File: src/rtl/conv_enc_pkg.sv
// Shared types and constants for the convolutional encoder block scheduler.
package conv_enc_pkg;

    typedef enum logic [2:0] {
        StIdle,
        StMeta,
        StLat,
        StWait,
        StStart,
        StEnc,
        StDrain
    } state_e;

    localparam logic SIZE_SMALL = 1'b0;
    localparam logic SIZE_LARGE = 1'b1;

    localparam int unsigned BYTES_SMALL = 132;
    localparam int unsigned BYTES_LARGE = 768;

    // Wide enough for any sensible block byte count.
    localparam int unsigned CNT_W = 16;

    localparam logic [1:0] SB_Q0 = 2'd0;
    localparam logic [1:0] SB_Q1 = 2'd1;
    localparam logic [1:0] SB_Q2 = 2'd2;

    function automatic logic [CNT_W-1:0] block_bytes(input logic size,
                                                     input int unsigned small_bytes,
                                                     input int unsigned large_bytes);
        return (size == SIZE_LARGE) ? CNT_W'(large_bytes) : CNT_W'(small_bytes);
    endfunction

endpackage

File: src/rtl/conv_enc_sched_if.sv
// Scheduler bus: meta/data FIFO status, encoder handshake and sub-block drain signals.
interface conv_enc_sched_if #(
    parameter int unsigned FIFO_AW = 10
) ();
    logic               meta_empty;
    logic [7:0]         meta_q;
    logic               meta_rdreq;
    logic [FIFO_AW-1:0] data_usedw;
    logic               blk_ready;
    logic               enc_done;
    logic               out_ready;
    logic [2:0]         sb_rdreq;
    logic               sb_valid;
    logic [1:0]         sb_sel;
    logic               blk_size;
    logic               busy;
    logic               err_timeout;

    modport master (
        output meta_empty, meta_q, data_usedw, enc_done, out_ready,
        input  meta_rdreq, blk_ready, sb_rdreq, sb_valid, sb_sel, blk_size, busy, err_timeout
    );

    modport slave (
        input  meta_empty, meta_q, data_usedw, enc_done, out_ready,
        output meta_rdreq, blk_ready, sb_rdreq, sb_valid, sb_sel, blk_size, busy, err_timeout
    );
endinterface

File: src/rtl/conv_sched_drain.sv
// Drains sub-blocks q0, q1, q2 of nbytes each under backpressure; registers the
// read strobe and sub-block index into sb_valid/sb_sel one cycle later.
module conv_sched_drain
    import conv_enc_pkg::*;
(
    input  logic             clk,
    input  logic             reset,
    input  logic             start,
    input  logic [CNT_W-1:0] nbytes,
    input  logic             out_ready,
    output logic [2:0]       sb_rdreq,
    output logic             sb_valid,
    output logic [1:0]       sb_sel,
    output logic             done
);
    logic             active_q, active_d;
    logic [1:0]       sel_q, sel_d;
    logic [CNT_W-1:0] cnt_q, cnt_d;
    logic             rd, last_byte;

    always_comb begin
        rd        = active_q & out_ready;
        last_byte = (cnt_q == nbytes - CNT_W'(1));
        sb_rdreq  = 3'b000;
        if (rd) sb_rdreq[sel_q] = 1'b1;
        done      = rd & last_byte & (sel_q == SB_Q2);
        active_d  = active_q;
        sel_d     = sel_q;
        cnt_d     = cnt_q;
        if (start) begin
            active_d = 1'b1;
            sel_d    = SB_Q0;
            cnt_d    = '0;
        end else if (rd) begin
            if (last_byte) begin
                cnt_d = '0;
                sel_d = sel_q + 2'd1;
                if (sel_q == SB_Q2) begin
                    active_d = 1'b0;
                    sel_d    = SB_Q0;
                end
            end else begin
                cnt_d = cnt_q + CNT_W'(1);
            end
        end
    end

    always_ff @(posedge clk) begin
        if (!reset) begin
            active_q <= 1'b0;
            sel_q    <= SB_Q0;
            cnt_q    <= '0;
            sb_valid <= 1'b0;
            sb_sel   <= SB_Q0;
        end else begin
            active_q <= active_d;
            sel_q    <= sel_d;
            cnt_q    <= cnt_d;
            sb_valid <= |sb_rdreq;
            sb_sel   <= sel_q;
        end
    end
endmodule

File: src/rtl/conv_enc_sched.sv
// Block scheduler for the convolutional encoder: meta pop, data wait, encoder start, drain.
// Optional encode watchdog enabled by defining CONV_SCHED_TIMEOUT_EN.
module conv_enc_sched
    import conv_enc_pkg::*;
#(
    parameter int unsigned FIFO_AW     = 10,
    parameter int unsigned SMALL_BYTES = BYTES_SMALL,
    parameter int unsigned LARGE_BYTES = BYTES_LARGE,
    parameter int unsigned TIMEOUT_CYC = 8192
) (
    input logic              clk,
    input logic              reset,
    conv_enc_sched_if.slave  bus
);
    state_e           state_q, state_d;
    logic             blk_size_q, blk_size_d;
    logic [CNT_W-1:0] nbytes;
    logic             drain_start, drain_done;

    assign nbytes = block_bytes(blk_size_q, SMALL_BYTES, LARGE_BYTES);

`ifdef CONV_SCHED_TIMEOUT_EN
    localparam int unsigned TO_W = $clog2(TIMEOUT_CYC) + 1;
    logic [TO_W-1:0] enc_cnt_q;
    logic            err_q;
    logic            enc_to;

    // enc_cnt_q holds the number of ENC cycles already completed.
    assign enc_to          = (state_q == StEnc) && (enc_cnt_q == TO_W'(TIMEOUT_CYC - 1));
    assign bus.err_timeout = err_q;

    always_ff @(posedge clk) begin
        if (!reset) begin
            enc_cnt_q <= '0;
            err_q     <= 1'b0;
        end else begin
            enc_cnt_q <= (state_q == StEnc) ? enc_cnt_q + 1'b1 : '0;
            if (enc_to && !bus.enc_done) err_q <= 1'b1;
        end
    end
`else
    assign bus.err_timeout = 1'b0;
`endif

    always_comb begin
        state_d     = state_q;
        blk_size_d  = blk_size_q;
        drain_start = 1'b0;
        unique case (state_q)
            StIdle:  if (!bus.meta_empty) state_d = StMeta;
            StMeta:  state_d = StLat;
            StLat: begin
                blk_size_d = bus.meta_q[0];
                state_d    = StWait;
            end
            StWait:  if (32'(bus.data_usedw) >= 32'(nbytes)) state_d = StStart;
            StStart: state_d = StEnc;
            StEnc: begin
                if (bus.enc_done) begin
                    state_d     = StDrain;
                    drain_start = 1'b1;
                end
`ifdef CONV_SCHED_TIMEOUT_EN
                else if (enc_to) begin
                    state_d = StIdle;
                end
`endif
            end
            StDrain: if (drain_done) state_d = StIdle;
            default: state_d = StIdle;
        endcase
    end

    always_ff @(posedge clk) begin
        if (!reset) begin
            state_q    <= StIdle;
            blk_size_q <= SIZE_SMALL;
        end else begin
            state_q    <= state_d;
            blk_size_q <= blk_size_d;
        end
    end

    assign bus.meta_rdreq = (state_q == StMeta);
    assign bus.blk_ready  = (state_q == StStart);
    assign bus.busy       = (state_q != StIdle);
    assign bus.blk_size   = blk_size_q;

    conv_sched_drain u_drain (
        .clk       (clk),
        .reset     (reset),
        .start     (drain_start),
        .nbytes    (nbytes),
        .out_ready (bus.out_ready),
        .sb_rdreq  (bus.sb_rdreq),
        .sb_valid  (bus.sb_valid),
        .sb_sel    (bus.sb_sel),
        .done      (drain_done)
    );
endmodule

File: src/flat_wrapper.sv
// flat-port wrapper written by rule: the top's interface ports become plain ports
module conv_enc_sched_flat import conv_enc_pkg::*;
#(
    parameter int unsigned FIFO_AW     = 10,
    parameter int unsigned SMALL_BYTES = BYTES_SMALL,
    parameter int unsigned LARGE_BYTES = BYTES_LARGE,
    parameter int unsigned TIMEOUT_CYC = 8192
)
  (clk, reset, bus_meta_empty, bus_meta_q, bus_data_usedw, bus_enc_done, bus_out_ready, bus_meta_rdreq, bus_blk_ready, bus_sb_rdreq, bus_sb_valid, bus_sb_sel, bus_blk_size, bus_busy, bus_err_timeout);
  conv_enc_sched_if #(.FIFO_AW(FIFO_AW)) bus_i ();
  input logic clk;
  input logic reset;
  input wire logic [$bits(bus_i.meta_empty)-1:0] bus_meta_empty;
  input wire logic [$bits(bus_i.meta_q)-1:0] bus_meta_q;
  input wire logic [$bits(bus_i.data_usedw)-1:0] bus_data_usedw;
  input wire logic [$bits(bus_i.enc_done)-1:0] bus_enc_done;
  input wire logic [$bits(bus_i.out_ready)-1:0] bus_out_ready;
  output wire logic [$bits(bus_i.meta_rdreq)-1:0] bus_meta_rdreq;
  output wire logic [$bits(bus_i.blk_ready)-1:0] bus_blk_ready;
  output wire logic [$bits(bus_i.sb_rdreq)-1:0] bus_sb_rdreq;
  output wire logic [$bits(bus_i.sb_valid)-1:0] bus_sb_valid;
  output wire logic [$bits(bus_i.sb_sel)-1:0] bus_sb_sel;
  output wire logic [$bits(bus_i.blk_size)-1:0] bus_blk_size;
  output wire logic [$bits(bus_i.busy)-1:0] bus_busy;
  output wire logic [$bits(bus_i.err_timeout)-1:0] bus_err_timeout;
  assign bus_i.meta_empty = bus_meta_empty;
  assign bus_i.meta_q = bus_meta_q;
  assign bus_i.data_usedw = bus_data_usedw;
  assign bus_i.enc_done = bus_enc_done;
  assign bus_i.out_ready = bus_out_ready;
  assign bus_meta_rdreq = bus_i.meta_rdreq;
  assign bus_blk_ready = bus_i.blk_ready;
  assign bus_sb_rdreq = bus_i.sb_rdreq;
  assign bus_sb_valid = bus_i.sb_valid;
  assign bus_sb_sel = bus_i.sb_sel;
  assign bus_blk_size = bus_i.blk_size;
  assign bus_busy = bus_i.busy;
  assign bus_err_timeout = bus_i.err_timeout;
  conv_enc_sched #(.FIFO_AW(FIFO_AW), .SMALL_BYTES(SMALL_BYTES), .LARGE_BYTES(LARGE_BYTES), .TIMEOUT_CYC(TIMEOUT_CYC)) u_core (.clk(clk), .reset(reset), .bus(bus_i));
endmodule
File: config.mk
export PLATFORM = sky130hd
export DESIGN_NAME = conv_enc_sched_flat
export DESIGN_NICKNAME = d
export VERILOG_FILES = /design/src/rtl/conv_enc_pkg.sv /design/src/rtl/conv_enc_sched_if.sv /design/src/rtl/conv_sched_drain.sv /design/src/rtl/conv_enc_sched.sv /design/src/flat_wrapper.sv
export SDC_FILE = /design/constraint.sdc
export NUM_CORES = 1
export LEC_CHECK = 0
export CAP_MARGIN = 20
export CORE_MARGIN = 1
export CORE_UTILIZATION = 57
export CTS_CLUSTER_SIZE = 12
export DETAILED_ROUTE_END_ITERATION = 16
export PLACE_DENSITY_LB_ADDON = 0.25
export SETUP_SLACK_MARGIN = 0.05
export SLEW_MARGIN = 20
export SYNTH_ARGS = -nofsm -noshare
export SYNTH_HDL_FRONTEND = slang
export SYNTH_HIERARCHICAL = 1
export SYNTH_SLANG_ARGS = --single-unit
File: constraint.sdc
create_clock -name clk -period 5.5 [get_ports clk]
set_clock_uncertainty 0.1 [all_clocks]
set_input_delay 0.825 -clock clk [delete_from_list [all_inputs] [get_ports clk]]
set_output_delay 0.825 -clock clk [all_outputs]
set_load 0.05 [all_outputs]
Word level (Yosys, flattened, before mapping)
Cells that the tools add are included.
{ "totals": {"reg_bits": 26, "in_bits": 23, "out_inout_bits": 11, "word_cells": 57} }
{ "classes": {"add_sub_neg": 3, "n_lt_le_gt_ge": 3, "n_eq_ne": 12, "muxes": 17, "n_bitwise": 4, "n_reduce_logical": 11} }
{ "op_table": {"columns": ["op", "count"], "rows": [
  ["$pmux W3 S7", 1],
  ["$add A16 B1 Y16 const B", 1],
  ["$eq A16 B16 Y1", 1],
  ["$ge A10 B16 Y1", 1],
  ["$mux W16", 1],
  ["$sub A16 B1 Y16 const B", 1],
  ["$mux W3", 5],
  ["$mux W10", 1],
  ["$eq A3 B3 Y1 const B", 3],
  ["$mux W1", 7],
  ["$eq A3 B2 Y1 const B", 2],
  ["$reduce_bool A2 Y1", 3],
  ["$ne A2 B1 Y1 const B", 2],
  ["$ne A2 B2 Y1 const B", 2],
  ["$reduce_and A4 Y1", 1],
  ["$and A1 B1 Y1", 3],
  ["$eq A3 B1 Y1 const B", 1],
  ["$logic_not A3 Y1", 1],
  ["$lt A2 B3 Y1 const B", 1],
  ["$reduce_and A3 Y1", 1],
  ["$reduce_bool A3 Y1", 1],
  ["$reduce_or A3 Y1", 1],
  ["$add A2 B1 Y2 const B", 1],
  ["$demux W1 S2", 1],
  ["7 further kinds", 7]
]} }

Logic depth before layout (Yosys ltp)
Gate-level depths: netlist of run 1.
{ "logic_depth": {"depth_word": 7, "depth_mapped": 12, "mapped_depth_nobuf": 12} }

Modules after synthesis
The synthesis of run 1 kept the hierarchy.
{ "modules_own_cells": {"columns": ["mod", "n_inst", "cells_per_inst", "area_each_um2", "seq_area_each_um2"], "rows": [
  ["conv_sched_drain", 1, 194, 1569.0, 440.4],
  ["conv_enc_sched", 1, 52, 397.9, 80.1]
]} }

Worst setup path before layout of run 1
OpenSTA, ideal clock, no wires.
{ "synth_timing": {"path_kind": "reg-to-reg", "start": "reg u_core.blk_size_q, in the netlist u_core/bus.blk_size", "end": "reg u_core.u_drain.cnt_q[10]", "setup_time_ns": 0.132, "arrival_time_ns": 3.444, "required_time_ns": 5.268, "path_slack_ns": 1.824, "stages_incl_launch_ff": 9, "n_path_buf": 1, "period_less_slack_ns": 3.676, "cell_sequence": "dfxtp_1 inv_1 or3b_2 or4_4 o31a_1 a2111o_1 nor4_4 buf_6 nor3_1"} }
{ "synth_via": {"elab_chain_cells": 4} }
{ "synth_rtl": {"columns": ["item", "line_no", "text"], "rows": [
  ["from (decl)", "conv_enc_sched.sv:16", "logic blk_size_q, blk_size_d;"],
  ["from (signal assigned)", "conv_enc_sched.sv:80", "blk_size_q <= blk_size_d;"],
  ["$mux W10", "conv_enc_pkg.sv:30", "return (size == SIZE_LARGE) ? CNT_W'(large_bytes) : CNT_W'(small_bytes);"],
  ["named net u_core.nbytes[2]", "conv_enc_sched.sv:17", "logic [CNT_W-1:0] nbytes;"],
  ["$sub A16 B1 Y16", "conv_sched_drain.sv:23", "last_byte = (cnt_q == nbytes - CNT_W'(1));"],
  ["$eq A16 B16 Y1", "conv_sched_drain.sv:23", null],
  ["$mux W16", "conv_sched_drain.sv:35", "if (last_byte) begin"],
  ["to (signal assigned)", "conv_sched_drain.sv:58", "cnt_q <= cnt_d;"],
  ["to (decl)", "conv_sched_drain.sv:18", "logic [CNT_W-1:0] cnt_q, cnt_d;"]
]} }
The timed path passes the listed nets, and every way through them passes these cells.
A chain may end at the register's enable or synchronous reset.

Final worst setup path of run 1
{ "layout_timing": {"start": "reg u_core.blk_size_q, in the netlist u_core/bus.blk_size", "end": "reg u_core.u_drain.sel_q[1]"} }
{ "layout_via": {"elab_chain_cells": 4} }
{ "layout_rtl": {"columns": ["item", "line_no", "text"], "rows": [
  ["$mux W10", "conv_enc_pkg.sv:30", null],
  ["named net u_core.nbytes[2]", "conv_enc_sched.sv:17", null],
  ["$sub A16 B1 Y16", "conv_sched_drain.sv:23", null],
  ["$eq A16 B16 Y1", "conv_sched_drain.sv:23", null],
  ["$reduce_and A2 Y1 (no line)", null, null],
  ["to (signal assigned)", "conv_sched_drain.sv:57", "sel_q <= sel_d;"],
  ["to (decl)", "conv_sched_drain.sv:17", "logic [1:0] sel_q, sel_d;"]
]} }
The timed path passes the listed nets, and every way through them passes these cells.

==> run metrics, run 1 <==
outcome finished clean; Via-to-Cell Ratio 5.31; async set or reset register ratio after synthesis 0%; Setup CP Type reg2reg; PortBufs 25; Achievable Freq 260 MHz; initial antenna violation count 0; drt wl/cell 12.5 microns; Min Hold Slack 464 ps; total grt overflow 0; clock group share of total power 29.7%; final antenna-violating net count 0; Crit path max-delay family simple AND/OR/NAND/NOR gates; Chip Width 60.7 microns; Synth Cell Area 1970 sq um; nets 343; internal power 0.313 mW; Post-synth EDFFs 0; leakage power 0.970 nW; vias in the first global route 1682; root buffer cell clkbuf_4; Final Instance Area 2450 sq um; DRT Wirelength 4450 microns; setup_tns 0 ps; Synth Warn # 6; Seq cells post-synth 26; Synth Instances 246; Arr. time, crit path 4020 ps; layout cells sized above 1 4.79%; crit path cell chain inv_1 > or3b_2 > or4_4 > o31a_1 > a2111o_1 > nor4_4 > mux2i_1; total track usage 27.6%; post-layout util 77.8%; crit path launch type flop; maximum vdd drop 0.152 mV; CTS tree built; CTS Buf Count 3; RSZ-0062 raised after global routing false; DP Cell Count 353; predominant post-synthesis flop cell dfxtp_1; Worst path max stage delay 720 ps; sw power 0.132 mW; routability congestion estimate 0.866; Initial Utilization 62.4%; H-tree Lvls 1; Clk Latency, worst-skew pair 330 ps; first-pass GRT wire length 7550 microns; TritonRoute pass-1 iters 4; Slew headroom 43.3%; Ports 34; post-CTS setup buffer count 0; Tightest Pin Transition 844 ps; via count 1896; syn avg cell area 8.00 sq um; P&R area growth vs syn 24.7%; sw frac 29.7%; WP data required 5680 ps; flop2flop setup slack 1660 ps; power density cells 181 nW/um^2; Final HPWL DP 3460 microns; total chip power 0.445 mW; Worst path slowest cell nor4_4; Max Cap Viol 0; crit path buf inv count 1; die height 60.7 microns; Final Hold Fails 0; worst min path class reg2reg; total die area 3690 sq um; Core Area 3150 sq um; post-route minimum period 3840 ps; total clock sinks 26; Max clock buf depth 2; crit end category flop; Rows 20; Final Instance Count excl. Fillers 357; Netlist cell types 54; number of diodes 0; largest net degree at the start of global routing 18; DP Worst Slack 1540 ps; 1st-iter DRT viols 122; dpl cell area 2390 sq um; Final Setup Violations 0; Max FO, Critical Path 17; Worst-path clk slew 140 ps; final period utilization 69.9%; count of final max-slew check failures 0; setup ws final 1660 ps; Post-route DRC 0; sequential share of power 45.9%; Post-CTS Hold Fix Bufs 0; register area share after synthesis 26.5%; Gate power share 24.5%; cts repair resizes 0
[cell type report]
class                           instances  area [sq um]
Timing Repair Buffer                   25           250
Tap cell                               44          55.1
Sequential cell                        26           520
Clock buffer                            3          22.5
Fill cell                             233           699
Multi-Input combinational cell        248          1540
Clock inverter                          1          30.0
Inverter                               10          37.5
[worst register-to-register path, delay by kind of cell, from the launching register on]
kind | cells | cell delay, ps
flip-flops | 1 | 640
AO/OA/AOI/OAI | 2 | 610
buffers and inverters | 1 | 370
multiplexers | 1 | 260
AND/OR/NAND/NOR | 3 | 1820
[registers in the layout (all words and copies together) (netlist names)]
signal and cells:
u_core/u_drain/sb_sel 2, u_core/u_drain/sel_q 2, u_core/bus.blk_size 1, u_core/state_q 3
u_core/u_drain/active_q 1, u_core/u_drain/cnt_q 16, u_core/u_drain/sb_valid 1
[cell usage in the layout (no fill, tap or decap), drive strengths merged, types with 2 or more instances in the layout]
cell type | netlist | layout
clkbuf | 7 | 3
o211ai | 4 | 4
a311oi | 2 | 2
nand4 | 5 | 5
nand2 | 19 | 19
and3 | 4 | 4
and2 | 4 | 4
dfxtp | 26 | 26
nor2 | 15 | 15
nand2b | 3 | 3
a221oi | 2 | 2
nor3 | 24 | 24
or3 | 6 | 6
nand3 | 10 | 10
inv | 10 | 10
or3b | 3 | 3
nor3b | 4 | 4
conb | 1 | 49
a21oi | 10 | 10
and3b | 2 | 2
o21ai | 8 | 8
mux2i | 4 | 4
nor2b | 5 | 5
xnor2 | 10 | 10
clkdlybuf4s50 | 0 | 25
xor2 | 19 | 19
or4 | 3 | 3
ha | 6 | 6
o31a | 3 | 3
nor4 | 7 | 7
[power groups by stage]
stage,combinational (mW),sequential (mW),clock (mW)
3_5_place_dp,0.106,0.208,0
5_1_grt,0.121,0.206,0.143
2_1_floorplan,0.0823,0.203,0
4_1_cts,0.107,0.204,0.133
6_report,0.109,0.204,0.132
3_3_place_gp,0.104,0.208,0
[layer usage]
| metal | up-vias | global-route usage (%) | routed length, microns |
|---|---|---|---|
| li1 | 982 | - | - |
| met3 | 9 | 4.26 | 300 |
| met5 | - | 0 | 0 |
| met1 | 846 | 36.2 | 1970 |
| met4 | 0 | 12.0 | 72 |
| met2 | 59 | 45.1 | 2110 |
[logic make-up (layout without fill, tap and decap cells)]
| kind of cell | Yosys count | after routing | synth area share (%) |
|---|---|---|---|
| other | 1 | 49 | 0.191 |
| and+or+nand+nor | 118 | 118 | 33.8 |
| DFF | 26 | 26 | 26.5 |
| AOI/OAI and AO/OA | 42 | 42 | 15.9 |
| xor gates and xnor gates | 29 | 29 | 12.9 |
| muxes | 4 | 4 | 2.04 |
| adders and majority gates | 6 | 6 | 3.82 |
| buffers and inverters | 20 | 39 | 4.83 |
[worst paths after layout]
check	from	endpoint	cells after the start
worst max register to register	u_core/bus.blk_size	u_core/u_drain/sel_q[1]	7
worst min-delay path	u_core/u_drain/sel_q[0]	u_core/u_drain/sel_q[0]	2
worst max-delay path	u_core/bus.blk_size	u_core/u_drain/sel_q[1]	7
worst min register to register	u_core/u_drain/sel_q[0]	u_core/u_drain/sel_q[0]	2
[Yosys cell counts, types with 5 or more instances]
library cell / n / area share [%]
dfxtp_1: 26 / 26
nor3_1: 24 / 6.1
nand2_1: 19 / 3.6
xor2_1: 19 / 8.5
nor2_1: 14 / 2.7
a21oi_1: 10 / 2.5
inv_1: 10 / 1.9
nand3_1: 10 / 2.5
xnor2_1: 10 / 4.5
o21ai_0: 7 / 1.8
clkbuf_1: 6 / 1.1
ha_1: 6 / 3.8
nor4_1: 6 / 1.9
or3_1: 6 / 1.9
nand4_1: 5 / 1.6
nor2b_1: 5 / 1.6
Note: power is estimated with default switching activity, not from simulation.
==> run 2: changes to the inputs <==
CORE_UTILIZATION = 48   (was 57)
clock period = 3.1 ns   (was 5.5 ns; I/O delays follow)
==> run metrics, run 2 (synthesis gave the netlist of run 1 again) <==
WP depth 11 (was 7); internal power 0.541 mW (was 0.313 mW); crit path launch type flop (unchanged); via count 1878 (was 1896); DRT Wirelength 4180 microns (was 4450 microns); TritonRoute pass-1 iters 4 (unchanged); maximum vdd drop 0.227 mV (was 0.152 mV); Max clock buf depth 2 (unchanged); Chip Width 66.0 microns (was 60.7 microns); nets 349 (was 343); max reg flops 16 (unchanged); PortBufs 25 (unchanged); Final HPWL DP 3260 microns (was 3460 microns); layout cells sized above 1 7.52% (was 4.79%); Post-route DRC 0 (unchanged); initial antenna violation count 0 (unchanged); Rows 22 (was 20); Achievable Freq 349 MHz (was 260 MHz); Final Hold Fails 0 (unchanged); Crit path max-delay family simple AND/OR/NAND/NOR gates (unchanged); Register Area 524 sq um (was 520 sq um); vias in the first global route 1634 (was 1682); total grt overflow 0 (unchanged); Final Instance Count excl. Fillers 367 (was 357); Arr. time, crit path 2930 ps (was 4020 ps); post-CTS setup buffer count 0 (unchanged); root buffer cell clkbuf_8 (was clkbuf_4); first-pass GRT wire length 7090 microns (was 7550 microns); largest register by flop count u_core/u_drain/cnt_q (unchanged); DP Cell Count 363 (was 353); crit path buf inv count 1 (unchanged); 1st-iter DRT viols 80 (was 122); Worst path max stage delay 510 ps (was 720 ps); CTS Buf Count 3 (unchanged); multi-input logic area 1540 sq um (about the same); H-tree Lvls 1 (unchanged); WP data required 3170 ps (was 5680 ps); Final Setup Violations 0 (unchanged); Ports 34 (unchanged); Max FO, Critical Path 3 (was 17); Filler Cell Count 342 (was 233); Setup CP Type reg2reg (unchanged); sequential share of power 46.3% (was 45.9%); total track usage 20.6% (was 27.6%); R2R cell count 11 (was 7); cts repair resizes 0 (unchanged); sw frac 30.0% (was 29.7%); worst min path class reg2reg (unchanged); setup ws final 236 ps (was 1660 ps); setup_tns 0 ps (unchanged); number of diodes 0 (unchanged); die height 66.0 microns (was 60.7 microns); CTS tree built (unchanged); Max Cap Viol 0 (unchanged); clock group share of total power 27.7% (was 29.7%); Min Hold Slack 447 ps (was 464 ps); outcome finished clean (unchanged); Gate power share 26.0% (was 24.5%); Min-Delay Path Depth 2 (unchanged); Worst-path clk slew 90 ps (was 140 ps); sw power 0.232 mW (was 0.132 mW); total chip power 0.773 mW (was 0.445 mW); count of final max-slew check failures 0 (unchanged); final antenna-violating net count 0 (unchanged); Worst path slowest cell or4_4 (was nor4_4); total clock sinks 26 (unchanged); DP Worst Slack 245 ps (was 1540 ps); Via-to-Cell Ratio 5.12 (was 5.31); most frequent cells in the layout conb_1 (49), dfxtp_1 (25), clkdlybuf4s50_1 (24), nor3_1 (24) (was conb_1 (49), dfxtp_1 (26), clkdlybuf4s50_1 (25)); largest net degree at the start of global routing 18 (unchanged); crit path cell chain clkinvlp_4 > or3b_4 > or4_4 > o31a_1 > nor4_1 > nand2_1 > nor4_1 > nand2_1 > o21ai_0 > a221oi_1 > o221a_1 (was inv_1 > or3b_2 > or4_4 > o31a_1 > a2111o_1 > nor4_4 > mux2i_1); routability congestion estimate 0.807 (was 0.866); total die area 4360 sq um (was 3690 sq um); Core Area 3800 sq um (was 3150 sq um); Tightest Pin Transition 608 ps (was 844 ps); post-route minimum period 2860 ps (was 3840 ps); crit end category flop (unchanged); Initial Utilization 51.8% (was 62.4%); Slew headroom 59.5% (was 43.3%); most common cell after layout, fill and taps aside conb_1 (unchanged); leakage power 1.01 nW (was 0.970 nW); power density cells 307 nW/um^2 (was 181 nW/um^2); final period utilization 92.4% (was 69.9%); Clk Latency, worst-skew pair 270 ps (was 330 ps); P&R area growth vs syn 27.8% (was 24.7%); Post-CTS Hold Fix Bufs 0 (unchanged); drt wl/cell 11.4 microns (was 12.5 microns); biggest regs u_core/u_drain/cnt_q: 16 flops, u_core/state_q: 3 flops (unchanged); RSZ-0062 raised after global routing false (unchanged)
==> run 2: cell types whose count changed in the layout (fill, tap and decap cells not counted), sizes merged <==
cell	delta
bufinv	-1
clkbuf	+1
buf	+7
inv	-1
clkinvlp	+1
clkdlybuf4s50	-1
==> run 2: area by class of cell <==
cell class                 instances  area share [%]
timing repair buffer              31            11.6
multi-input combinational        248            61.3
inverter                          10            1.64
sequential                        26            20.9
clock buffer                       4            2.19
tap                               48            2.39
==> run 2: final timing paths <==
path,from,end,slack [ps]
setup reg to reg,u_core/bus.blk_size,u_core/state_q[1],240
setup / recovery,u_core/bus.blk_size,u_core/state_q[1],240
hold reg to reg,u_core/u_drain/sel_q[0],u_core/u_drain/sel_q[1],450
hold / removal,u_core/u_drain/sel_q[0],u_core/u_drain/sel_q[1],450
==> run 2: power by group through the flow <==
stage / clock network (mW) / registers, mW / logic (mW)
final: 0.214 / 0.358 / 0.201
after CTS: 0.221 / 0.357 / 0.199
after floorplan: 0 / 0.361 / 0.147
after global placement: 0 / 0.365 / 0.194
after global routing: 0.234 / 0.360 / 0.223
after detailed placement: 0 / 0.365 / 0.199
==> run 2: per-layer routing <==
metal  track usage [%]  wire length, microns
met1              27.6                  2110
met3              1.55                   107
met4              5.59                    25
met5                 0                     0
met2              35.2                  1940
==> run 2: metrics by stage <==
| step | utilization (%) | instance area [sq um] |
|---|---|---|
| finish | 66.2 | 2510 |
| global placement | 64.7 | 2460 |
| CTS | 66.2 | 2510 |
| detailed placement | 64.7 | 2460 |
| floorplan | - | 2160 |
| global route | 66.2 | 2510 |
==> run 2: tightest hold or removal path: stages (launching register included) <==
cell     delay (ps)
dfxtp_1         380
nand2_1          80
mux2i_1          50
==> run 3: changes to the inputs <==
CTS_CLUSTER_DIAMETER = 150   (was not set)
==> results of run 3 <==
Final layout, timing and power as in run 2 (identical DEF).
